==> src/rtl/dmem_copy_engine.sv <==
// Word-by-word memory-to-memory copy engine driving a single-port data memory.
// Latency: START accepted at edge k -> DONE in cycle k+1+2*LEN (one RD and one WR cycle per word).
// Backpressure: none; START is ignored while BUSY and requests are never queued.
module dmem_copy_engine #(
    parameter int MEM_WORDS = 1024
) (
    input  logic        i_clk,
    input  logic        i_rst_n,
    input  logic        i_start,
    input  logic [31:0] i_src_addr,
    input  logic [31:0] i_dst_addr,
    input  logic [10:0] i_len,
    output logic        o_busy,
    output logic        o_done,
    output logic        o_err,
    output logic [31:0] o_m_addr,
    output logic        o_m_rw,
    output logic [31:0] o_m_wd,
    input  logic [31:0] i_m_rd
);

    typedef enum logic [1:0] {
        S_IDLE = 2'd0,
        S_RD   = 2'd1,
        S_WR   = 2'd2,
        S_FIN  = 2'd3
    } state_t;

    localparam logic [32:0] MEM_BYTES = 33'(4 * MEM_WORDS);
    localparam logic [10:0] MAX_LEN   = 11'(MEM_WORDS);

    state_t      r_state;
    state_t      w_next;
    logic [31:0] r_src;
    logic [31:0] r_dst;
    logic [10:0] r_cnt;
    logic [31:0] r_data;
    logic        r_err;

    logic [32:0] w_len_bytes;
    logic [32:0] w_src_end;
    logic [32:0] w_dst_end;
    logic        w_invalid;

    // Request validation; end addresses carry a 33rd bit so an address near
    // 2^32 cannot wrap around and pass the bounds check.
    assign w_len_bytes = {20'd0, i_len, 2'b00};
    assign w_src_end   = {1'b0, i_src_addr} + w_len_bytes;
    assign w_dst_end   = {1'b0, i_dst_addr} + w_len_bytes;
    assign w_invalid   = (i_src_addr[1:0] != 2'b00) || (i_dst_addr[1:0] != 2'b00) ||
                         (i_len > MAX_LEN) || (w_src_end > MEM_BYTES) ||
                         (w_dst_end > MEM_BYTES);

    // State register.
    always_ff @(posedge i_clk or negedge i_rst_n) begin
        if (!i_rst_n) begin
            r_state <= S_IDLE;
        end else begin
            r_state <= w_next;
        end
    end

    // Next-state logic: invalid or empty requests go straight to FIN.
    always_comb begin
        w_next = r_state;
        case (r_state)
            S_IDLE: begin
                if (i_start) begin
                    if (w_invalid || (i_len == 11'd0)) begin
                        w_next = S_FIN;
                    end else begin
                        w_next = S_RD;
                    end
                end
            end
            S_RD:    w_next = S_WR;
            S_WR:    w_next = (r_cnt == 11'd1) ? S_FIN : S_RD;
            S_FIN:   w_next = S_IDLE;
            default: w_next = S_IDLE;
        endcase
    end

    // Memory port: only RD and WR touch the memory, everything else drives zeros.
    always_comb begin
        o_m_addr = 32'd0;
        o_m_rw   = 1'b0;
        o_m_wd   = 32'd0;
        case (r_state)
            S_RD: begin
                o_m_addr = r_src;
            end
            S_WR: begin
                o_m_addr = r_dst;
                o_m_rw   = 1'b1;
                o_m_wd   = r_data;
            end
            default: begin
                o_m_addr = 32'd0;
            end
        endcase
    end

    // Datapath: latch the request on acceptance, capture read data, advance pointers after each write.
    always_ff @(posedge i_clk or negedge i_rst_n) begin
        if (!i_rst_n) begin
            r_src  <= 32'd0;
            r_dst  <= 32'd0;
            r_cnt  <= 11'd0;
            r_data <= 32'd0;
            r_err  <= 1'b0;
        end else begin
            case (r_state)
                S_IDLE: begin
                    if (i_start) begin
                        r_src <= i_src_addr;
                        r_dst <= i_dst_addr;
                        r_cnt <= i_len;
                        r_err <= w_invalid;
                    end
                end
                S_RD: begin
                    r_data <= i_m_rd;
                end
                S_WR: begin
                    r_src <= r_src + 32'd4;
                    r_dst <= r_dst + 32'd4;
                    r_cnt <= r_cnt - 11'd1;
                end
                default: begin
                    r_cnt <= r_cnt;
                end
            endcase
        end
    end

    assign o_busy = (r_state != S_IDLE);
    assign o_done = (r_state == S_FIN);
    assign o_err  = r_err;

endmodule

==> config.mk <==
export PLATFORM = sky130hd
export DESIGN_NAME = dmem_copy_engine
export DESIGN_NICKNAME = d
export VERILOG_FILES = /design/src/rtl/dmem_copy_engine.sv
export SDC_FILE = /design/constraint.sdc
export NUM_CORES = 1
export LEC_CHECK = 0
export ABC_CLOCK_PERIOD_IN_PS = 3000
export CAP_MARGIN = 15
export CORE_MARGIN = 4
export CORE_UTILIZATION = 50
export CTS_CLUSTER_SIZE = 25
export DETAILED_ROUTE_END_ITERATION = 8
export DONT_BUFFER_PORTS = 1
export PLACE_DENSITY = 0.74
export SYNTH_ARGS = -nofsm -noshare
export SYNTH_HDL_FRONTEND = slang
export SYNTH_SLANG_ARGS = --single-unit
export TNS_END_PERCENT = 20
==> constraint.sdc <==
create_clock -name i_clk -period 3 [get_ports i_clk]
set_clock_uncertainty 0.15 [all_clocks]
set_input_delay 0.3 -clock i_clk [delete_from_list [all_inputs] [get_ports i_clk]]
set_output_delay 0.3 -clock i_clk [all_outputs]
set_load 0.02 [all_outputs]
==> metrics.txt <==
DRT Wirelength=between 30000 and 40000 um; Core Region=about 17000 sq um; Rows=between 40 and 50; RSZ-0062 raised after global routing=yes; metal3 WL=4620 um; Seq/Total Area, Yosys=30.6%; Clock transition at path regs=roughly 0.080 ns; setup slack, reg-to-reg=0.25 ns; peak supply drop=0.434 mV; Nets=1400; first-pass GRT wire length=53500 um; slew margin rel.=about half; Syn. warnings=0; worst r2r src=r_dst[2]$_DFFE_PN0P_; vias per cell=6.78; Hold Vio Cnt, Final=110; top post-synthesis cells by area=dfrtp_1, a21oi_1, nand2_1; Critical Path Source=i_dst_addr[2]; max-slew violation total from the final report=0; status=finished with violations; CTS max path bufs=2; DP Wirelength=roughly 25000 um; slowest CP cell=a2111o_1; CP arrival=around 3.0 ns; CTS tree=built; CTS root buf=clkbuf_16; non-filler cells, final=approximately 1500; WL/cell=approximately 24 um; Worst-Margin Slew=between 0.7 and 0.8 ns; router iterations before antenna repair=8; M1 wire length=roughly 14000 um; placed inst area=approximately 10000 sq um; # H-tree levels=3; antenna violations before repair=0; global route overflow=0; Post-synth EDFFs=0; die footprint=20200 sq um; Routability Congestion=between 1 and 1.5; main flop type after synthesis=dfrtp_1; Critical Path RT=slightly above 3 ns; Crit path largest cell delay=0.38 ns; layout cells sized above 1=~14%; leakage=~4.6 nW; CP endpoint kind=register; failing checks=negative hold slack; critical path cell sequence=ha_1 > inv_1 > fa_2 > nor2b_4 > o2111ai_4 > a2111oi_2 > buf_4 > nor2_1 > a311o_1 > a2111o_1 > nor4_2 > buf_4 > and4_1 > a21oi_1; total track usage=between 30% and 40%; Yosys cell types=75; I/O pins=178; utilization after layout=63.2%; top sig layer=met4; Initial Util=approximately half; Setup Viol. Count Final=0; Period minus WS final=2.92 ns; DR iter-0 viols=between 1000 and 1500; met2 WL post-DR=between 15000 and 20000 um; # clock sinks=110; post-synth top area share=slightly above 30%; ANT nets after route=0; # port buffers=0; CTS Buf Count=9; setup bufs post-CTS=0; ys async rst share=100%; Layout area overhead=22.9%; Residual DRC=0; register bit total from synthesis=110; most frequent cell on the critical path=buf_4; Die Height=roughly 140 um; placed cell count=1381; FMAX=343 MHz; fin crit share=slightly below 100%; WHS=-0.524 ns; max cap viols=0; Mean Syn Cell Area=between 7 and 8 sq um; WS Path Type=primary input to register; leading area contributor after synthesis=dfrtp_1; largest net degree at the start of global routing=~110; CP max FO=2; Mapped Cells=~1100; Final Instance Area=between 10000 and 15000 sq um; Via Count=around 10000; Clk Latency, worst-skew pair=0.37 ns; Netlist Area Pre-Place=8990 sq um; net count after synthesis=approximately 1300; number of global-route vias before repair=approximately 9500; Power Density=~310 nW/um^2; Worst Hold Class=primary input to asynchronous set/reset pin; Startpoint Class=primary input; DIE WIDTH=~140 um; Overall Power=about 3.5 mW
## flip-flops by register name (all words and copies together), names as in the netlist
register	flops
r_cnt	11
r_data	32
r_src	32
r_dst	32
r_state	2
o_err	1
## routing by layer
metal,vias to the layer above,global-route usage (%)
met5,-,0
met3,116,10.6
met2,708,51.9
met1,4753,45.1
met4,0,12.8
li1,4526,-
## cells in the final DEF, fill, tap and decap left out, types with 7 or more instances in the layout
| cell type | count |
|---|---|
| a211oi_1 | 7 |
| a21oi_1 | 100 |
| a22oi_1 | 35 |
| a31oi_1 | 15 |
| and2_1 | 39 |
| and3_1 | 37 |
| buf_4 | 98 |
| clkbuf_16 | 9 |
| dfrtp_1 | 110 |
| dlygate4sd3_1 | 90 |
| ha_1 | 29 |
| inv_1 | 26 |
| mux2_2 | 32 |
| mux2i_1 | 26 |
| nand2_1 | 109 |
| nand3_1 | 51 |
| nand4_1 | 33 |
| nor2_1 | 60 |
| nor2b_1 | 35 |
| nor3_1 | 19 |
| nor4_1 | 13 |
| o211ai_1 | 10 |
| o21ai_0 | 79 |
| o22ai_1 | 50 |
| o31ai_1 | 14 |
## through the flow
| stage | worst slack (ns) | hold WS [ns] | setup TNS, ns |
|---|---|---|---|
| floorplan | 0.00288 | -0.146 | 0 |
| global placement | -0.256 | -0.143 | -0.505 |
| detailed placement | -0.411 | -0.143 | -0.807 |
| CTS | 0.0622 | -0.538 | 0 |
| global route | -0.0660 | -0.540 | -0.0951 |
| finish | 0.0831 | -0.524 | 0 |
## final timing paths
| kind | end | depth (start not counted) |
|---|---|---|
| setup / recovery | r_state[1]$_DFFE_PN0P_ | 14 |
| hold / removal | r_data[2]$_DFFE_PN0P_ | 0 |
| setup reg to reg | r_dst[28]$_DFFE_PN0P_ | 11 |
| hold reg to reg | r_dst[0]$_DFFE_PN0P_ | 2 |
| max in group asynchronous | r_data[28]$_DFFE_PN0P_ | 0 |
| min in group i_clk | r_cnt[8]$_DFFE_PN0P_ | 2 |
## timing repair
action	4_1_cts	5_1_grt
cloned	0	0
endpoints found under the setup margin	2	2
hold buffers	89	1
hold endpoints to repair	200	111
resized for setup	1	3
## synth_stat cells, types with 10 or more instances
master	number
dfrtp_1	110
nand2_1	109
a21oi_1	103
o21ai_0	79
nor2_1	60
clkbuf_1	57
nand3_1	51
o22ai_1	50
and2_1	39
and3_1	37
nor2b_1	36
a22oi_1	35
nand4_1	33
mux2_2	32
ha_1	31
inv_1	26
mux2i_1	26
nor3_1	19
a31oi_1	15
nor4_1	14
o31ai_1	14
o211ai_1	10
## logic make-up (layout without fill, tap and decap cells)
| group | Yosys count | after routing | share of synthesized area (%) |
|---|---|---|---|
| compound gates | 383 | 383 | 26.9 |
| xor+xnor | 11 | 11 | 1.07 |
| fa+ha+maj | 33 | 33 | 4.76 |
| buf+inv | 101 | 232 | 4.47 |
| flops | 110 | 110 | 30.6 |
| mux | 58 | 58 | 6.90 |
| other cells | 0 | 3 | 0 |
| simple gates | 435 | 435 | 25.3 |
## power breakdown
part / leakage, nW / switching (mW) / internal [mW] / total (mW)
Sequential: 1.34 / 0.0103 / 1.50 / 1.51
Clock: 0.150 / 0.650 / 0.603 / 1.25
Combinational: 3.13 / 0.351 / 0.351 / 0.703
Total: 4.62 / 1.01 / 2.46 / 3.47
## final cells by class
cell class | instances | area, sq um
clock buffer | 9 | 225
multi-input combinational | 920 | 5920
sequential | 110 | 2750
inverter | 26 | 97.6
tap | 225 | 282
timing repair buffer | 190 | 1680
clock inverter | 7 | 81.3
antenna | 3 | 7.51
fill | 1486 | 6430
## worst max-delay path: cells and delay by family
family                     cells  cell delay (ns)
AOI/OAI and AO/OA              5             1.24
buffers and inverters          3             0.40
and+or+nand+nor                4             0.57
adders and majority gates      2             0.51
Power figures use the tool's default switching activity.
